<file path="src/rtl/ps2_pkg.sv">
// ps2_pkg: shared PS/2 receive types and scan-code constants.
// Used by ps2_rx and the downstream keyboard-entry FSMs.
package ps2_pkg;

  typedef enum logic [1:0] {
    IDLE,
    DATA,
    PARITY,
    STOP
  } ps2_state_t;

  localparam int FRAME_DATA_BITS = 8;

  localparam logic [7:0] RELEASE  = 8'hF0;
  localparam logic [7:0] EXTENDED = 8'hE0;

  function automatic logic odd_ok(
    input logic [FRAME_DATA_BITS-1:0] b,
    input logic                       p
  );
    return ^{b, p};
  endfunction

endpackage

</file>
<file path="src/rtl/ps2_sync_edge.sv">
// ps2_sync_edge: pin synchroniser and PS2_CLK falling-edge detector.
// Optional clock deglitch filter: define PS2_RX_DEGLITCH_EN.
module ps2_sync_edge #(
  parameter int FILTER_LEN = 8
) (
  input  logic Clock,
  input  logic Reset,
  input  logic ps2_clk,
  input  logic ps2_dat,
  output logic clk_fall,
  output logic dat_sync
);

  logic [1:0] clk_s;
  logic [1:0] dat_s;
  logic       lvl;
  logic       lvl_q;
  logic       dat_lvl;

  always_ff @(posedge Clock or posedge Reset) begin
    if (Reset) begin
      clk_s <= '1;
      dat_s <= '1;
    end else begin
      clk_s <= {clk_s[0], ps2_clk};
      dat_s <= {dat_s[0], ps2_dat};
    end
  end

`ifdef PS2_RX_DEGLITCH_EN
  localparam int FW = $clog2(FILTER_LEN + 1);

  logic [FW-1:0]         fcnt;
  logic [FILTER_LEN-1:0] dat_dly;

  // DAT is delayed by the same FILTER_LEN cycles the filter adds to CLK
  always_ff @(posedge Clock or posedge Reset) begin
    if (Reset) begin
      lvl     <= 1'b1;
      fcnt    <= '0;
      dat_dly <= '1;
    end else begin
      dat_dly <= (dat_dly << 1) | FILTER_LEN'(dat_s[1]);
      if (clk_s[1] == lvl) begin
        fcnt <= '0;
      end else if (fcnt == FW'(FILTER_LEN - 1)) begin
        lvl  <= clk_s[1];
        fcnt <= '0;
      end else begin
        fcnt <= fcnt + FW'(1);
      end
    end
  end

  assign dat_lvl = dat_dly[FILTER_LEN-1];
`else
  assign lvl     = clk_s[1];
  assign dat_lvl = dat_s[1];

  if (FILTER_LEN < 1) begin : g_bad_filter_len
  end
`endif

  always_ff @(posedge Clock or posedge Reset) begin
    if (Reset) lvl_q <= 1'b1;
    else       lvl_q <= lvl;
  end

  assign clk_fall = lvl_q & ~lvl;
  assign dat_sync = dat_lvl;

endmodule

</file>
<file path="src/rtl/ps2_rx.sv">
// ps2_rx: PS/2 device-to-host frame receiver with parity/frame checks.
// Optional PS2_CLK deglitch filter: define PS2_RX_DEGLITCH_EN.
module ps2_rx
  import ps2_pkg::*;
#(
  parameter int TIMEOUT_CYCLES = 10000,
  parameter int FILTER_LEN     = 8
) (
  input  logic       Clock,
  input  logic       Reset,
  input  logic       PS2_CLK,
  input  logic       PS2_DAT,
  output logic [7:0] data,
  output logic       data_en,
  output logic       parity_err,
  output logic       frame_err,
  output logic       busy
);

  localparam int TW = $clog2(TIMEOUT_CYCLES);
  localparam int CW = $clog2(FRAME_DATA_BITS);
  localparam logic [TW-1:0] T_LAST = TW'(TIMEOUT_CYCLES - 1);
  localparam logic [CW-1:0] C_LAST = CW'(FRAME_DATA_BITS - 1);

  logic fall;
  logic dat;

  ps2_sync_edge #(
    .FILTER_LEN(FILTER_LEN)
  ) u_sync (
    .Clock   (Clock),
    .Reset   (Reset),
    .ps2_clk (PS2_CLK),
    .ps2_dat (PS2_DAT),
    .clk_fall(fall),
    .dat_sync(dat)
  );

  ps2_state_t                 state, state_n;
  logic [CW-1:0]              bit_cnt, bit_cnt_n;
  logic [FRAME_DATA_BITS-1:0] shreg, shreg_n;
  logic                       par, par_n;
  logic [TW-1:0]              tcnt, tcnt_n;
  logic [7:0]                 data_n;
  logic                       data_en_n;
  logic                       perr_n;
  logic                       ferr_n;

  always_ff @(posedge Clock or posedge Reset) begin
    if (Reset) begin
      state      <= IDLE;
      bit_cnt    <= '0;
      shreg      <= '0;
      par        <= 1'b0;
      tcnt       <= '0;
      data       <= '0;
      data_en    <= 1'b0;
      parity_err <= 1'b0;
      frame_err  <= 1'b0;
    end else begin
      state      <= state_n;
      bit_cnt    <= bit_cnt_n;
      shreg      <= shreg_n;
      par        <= par_n;
      tcnt       <= tcnt_n;
      data       <= data_n;
      data_en    <= data_en_n;
      parity_err <= perr_n;
      frame_err  <= ferr_n;
    end
  end

  always_comb begin
    state_n   = state;
    bit_cnt_n = bit_cnt;
    shreg_n   = shreg;
    par_n     = par;
    tcnt_n    = (state == IDLE) ? '0 : tcnt + TW'(1);
    data_n    = data;
    data_en_n = 1'b0;
    perr_n    = 1'b0;
    ferr_n    = 1'b0;
    // an edge always beats a simultaneous timeout
    if (fall) begin
      tcnt_n = '0;
      unique case (state)
        IDLE: begin
          if (!dat) begin
            state_n   = DATA;
            bit_cnt_n = '0;
          end
        end
        DATA: begin
          shreg_n   = {dat, shreg[FRAME_DATA_BITS-1:1]};
          bit_cnt_n = bit_cnt + CW'(1);
          if (bit_cnt == C_LAST) state_n = PARITY;
        end
        PARITY: begin
          par_n   = dat;
          state_n = STOP;
        end
        STOP: begin
          state_n = IDLE;
          if (!dat) begin
            ferr_n = 1'b1;
          end else if (odd_ok(shreg, par)) begin
            data_n    = shreg;
            data_en_n = 1'b1;
          end else begin
            perr_n = 1'b1;
          end
        end
      endcase
    end else if (state != IDLE && tcnt == T_LAST) begin
      state_n = IDLE;
      tcnt_n  = '0;
      ferr_n  = 1'b1;
    end
  end

  assign busy = (state != IDLE);

endmodule

</file>
<file path="config.mk">
export PLATFORM = sky130hd
export DESIGN_NAME = ps2_rx
export DESIGN_NICKNAME = d
export VERILOG_FILES = /design/src/rtl/ps2_pkg.sv /design/src/rtl/ps2_sync_edge.sv /design/src/rtl/ps2_rx.sv
export SDC_FILE = /design/constraint.sdc
export NUM_CORES = 1
export LEC_CHECK = 0
export ABC_AREA = 1
export CAP_MARGIN = 40
export CORE_UTILIZATION = 35
export CTS_BUF_LIST = sky130_fd_sc_hd__clkbuf_4 sky130_fd_sc_hd__clkbuf_8 sky130_fd_sc_hd__clkbuf_16
export DETAILED_ROUTE_END_ITERATION = 12
export HOLD_SLACK_MARGIN = 0.12
export SKIP_LAST_GASP = 1
export SYNTH_ARGS = -nofsm -noshare
export SYNTH_HDL_FRONTEND = slang
export SYNTH_SLANG_ARGS = --single-unit
</file>
<file path="constraint.sdc">
create_clock -name Clock -period 2 [get_ports Clock]
set_input_delay 0.3 -clock Clock [delete_from_list [all_inputs] [get_ports Clock]]
set_output_delay 0.3 -clock Clock [all_outputs]
set_load 0.005 [all_outputs]
</file>
==> impl_metrics.env <==
export IMPL_wl_met1_mm=1.97
export IMPL_crit_path_cell_trace="inv_1 > ha_1 > inv_2 > clkdlybuf4s50_1"
export IMPL_fin_skew_ns=0.00790
export IMPL_fp_row_count=28
export IMPL_cp_startpoint="state[1]$_DFFE_PP0P_"
export IMPL_setup_violations=0
export IMPL_grtUsageTotal=0.130
export IMPL_die_area_mm2=0.00668
export IMPL_critPathMaxStageDelay_ns=0.50
export IMPL_clkSinkCount=44
export IMPL_grt_ovfl_total=0
export IMPL_r2r_end="tcnt[13]$_DFF_PP0_"
export IMPL_tns_ns=0
export IMPL_grt_max_degree=45
export IMPL_min_path_type="in -> async"
export IMPL_htree_levels=2
export IMPL_worstSetupEndpointType="primary output"
export IMPL_num_vias=1569
export IMPL_drc=0
export IMPL_outcome="complete, no violations"
export IMPL_grt_pass1_wl_mm=6.56
export IMPL_critPathBufInv=3
export IMPL_ys_seq_area_frac=0.497
export IMPL_cp_arrival_ns=1.60
export IMPL_coreArea_mm2=0.00603
export IMPL_p_leak_nw=1.21
export IMPL_die_width_um=81.7
export IMPL_vias_per_cell=4.48
export IMPL_synth_warnings=0
export IMPL_tightestPinTransition_ns=0.332
export IMPL_final_nets=286
export IMPL_rr_startpoint="state[1]$_DFFE_PP0P_"
export IMPL_cts_tree="done"
export IMPL_clk_path_buf_depth=2
export IMPL_drt_iter0_drc=71
export IMPL_synth_area_mm2=0.00223
export IMPL_worstPathMaxFanout=5
export IMPL_peakVddDrop_uv=353
export IMPL_antenna_found_initial=0
export IMPL_dpl_hpwl_mm=2.75
export IMPL_final_cell_area_mm2=0.00258
export IMPL_cts_resized=0
export IMPL_io_pins=16
export IMPL_cpLargestDelayFamily="buffers and inverters"
export IMPL_port_buffer_count=15
export IMPL_dpl_cell_area_mm2=0.00248
export IMPL_dieHeight_um=81.7
export IMPL_slew_limit_headroom=0.778
export IMPL_maxCapViolCount=0
export IMPL_cts_root_buf="clkbuf_8"
export IMPL_crit_path_start_kind="flip-flop"
export IMPL_dr_pass1_iters=4
export IMPL_reg2regPathDepth=10
export IMPL_crit_required_ns=1.70
export IMPL_area_delta_synth_final_pct=16.0
export IMPL_post_route_min_period_ns=1.90
export IMPL_grt_pass1_vias=1465
export IMPL_wl_met3_um=113
export IMPL_routed_wl_mm=3.74
export IMPL_ys_types=32
export IMPL_numCtsBuffers=5
export IMPL_gp_congestion=0.799
export IMPL_synthesis_instances=252
export IMPL_rsz0062_at_grt="false"
export IMPL_clk_latency_ns=0.29
export IMPL_clk_pin_slew_worst_paths_ns=0.09
export IMPL_period_share=0.951
export IMPL_slew_viol_final=0
export IMPL_clock_fmax_mhz=526
export IMPL_rrSetupSlack_ns=0.31
export IMPL_ys_ff_latch=44
export IMPL_highest_layer="met4"
export IMPL_n_antenna_cell=0
export IMPL_drive_above_1_share=0.175
export IMPL_syn_area_per_cell_um2=8.83
export IMPL_endpoint="busy"
export IMPL_cp_num_cells=4
export IMPL_crit_type="reg -> out"
export IMPL_wl_met2_mm=1.60
export IMPL_initial_core_util=0.369
export IMPL_cp_slowest_cell="clkdlybuf4s50_1"
export IMPL_hold_viol=0
export IMPL_syn_num_nets=264
export IMPL_final_antenna_net_count=0
export IMPL_wl_per_cell_um=10.7
export IMPL_power_density_mw_per_mm2=865
## per-stage QoR
| stage | setup slack (ns) | power [W] | hold slack, ns | cells | utilization |
|---|---|---|---|---|---|
| finish | 0.0976 | 0.00223 | 0.347 | 350 | 0.429 |
| detailed placement | 0.261 | 0.00167 | 0.347 | 341 | 0.411 |
| global placement | 0.375 | 0.00165 | 0.346 | 341 | 0.411 |
| global route | 0.00649 | 0.00239 | 0.362 | 350 | 0.429 |
| CTS | 0.0400 | 0.00227 | 0.357 | 349 | 0.427 |
| floorplan | 0.511 | 0.00155 | 0.304 | 252 | - |
## flip-flops by register name (all words and copies together) (netlist names)
name,flops
u_sync.lvl_q,1
u_sync.dat_s,2
par,1
data_en,1
state,2
u_sync.clk_s,2
frame_err,1
parity_err,1
bit_cnt,3
tcnt,14
shreg,8
data,8
## logic make-up after synthesis
logic type	synth area share
adder cells (fa/ha/maj)	0.0450
AO/OA/AOI/OAI	0.0512
buffers and inverters	0.0624
AND/OR/NAND/NOR	0.313
flip-flops	0.497
XOR/XNOR	0.0315
## where the power goes
group          leakage, nW  internal [W]  switching, W
Clock               0.0479      0.000294      0.000290
Sequential           0.590      0.000963     0.0000837
Combinational        0.573      0.000212      0.000391
Total                 1.21       0.00147      0.000764
## how the worst min path moves through the flow
stage,end,slack (ns),cells past startpoint
global placement,u_sync.clk_s[1]$_DFF_PP1_,0.35,0
CTS,data[1]$_DFFE_PP0P_,0.36,3
global route,tcnt[4]$_DFF_PP0_,0.36,3
detailed placement,u_sync.clk_s[1]$_DFF_PP1_,0.35,0
finish,data[0]$_DFFE_PP0P_,0.35,3
floorplan,u_sync.clk_s[0]$_DFF_PP1_,0.30,0
## tightest hold or removal path, delay by kind of cell
kind / cells / cell delay [ns]
buf+inv: 3 / 0.71
## final cells by class
| cell class | count | area (um^2) |
|---|---|---|
| inverter | 33 | 126 |
| sequential | 44 | 1110 |
| clock inverter | 1 | 7.51 |
| fill | 614 | 3440 |
| multi-input combinational | 173 | 980 |
| tap | 75 | 93.8 |
| timing repair buffer | 17 | 178 |
| clock buffer | 7 | 90.1 |
## cell usage in the layout, fill, tap and decap left out, drive strengths merged
master and count:
a21oi 2, a31oi 1, buf 2, clkbuf 7
clkdlybuf4s50 15, clkinv 3, clkinvlp 1, dfrtp 39
dfstp 5, ha 8, inv 30, nand2 76
nand3 21, nand3b 1, nand4 3, nor2 25
nor3 5, nor3b 3, nor4 1, o21a 1
o21ai 18, xnor2 3, xor2 5
## per-layer routing
layer,vias up,global-route usage
li1,833,-
met1,708,0.179
met2,22,0.196
met3,6,0.0300
met4,0,0.0526
met5,-,0
## Yosys cell counts (all sizes together)
library cell | n | share of area
nand2 | 76 | 0.14
dfrtp | 39 | 0.44
inv | 31 | 0.053
nor2 | 25 | 0.052
nand3 | 21 | 0.066
o21ai | 18 | 0.040
ha | 8 | 0.045
dfstp | 5 | 0.059
nor3 | 5 | 0.018
xor2 | 5 | 0.020
nand4 | 3 | 0.0084
nor3b | 3 | 0.012
xnor2 | 3 | 0.012
a21oi | 2 | 0.0045
buf | 2 | 0.0056
clkinv | 2 | 0.0034
a31oi | 1 | 0.0028
nand3b | 1 | 0.0051
nor4 | 1 | 0.0096
o21a | 1 | 0.0034
## timing repair
action | CTS | global route
endpoints found under the setup margin | 0 | 1
hold buffers | 0 | 0
hold endpoints to repair | 0 | 0
buffers inserted | 0 | 1
Power figures use the tool's default switching activity.
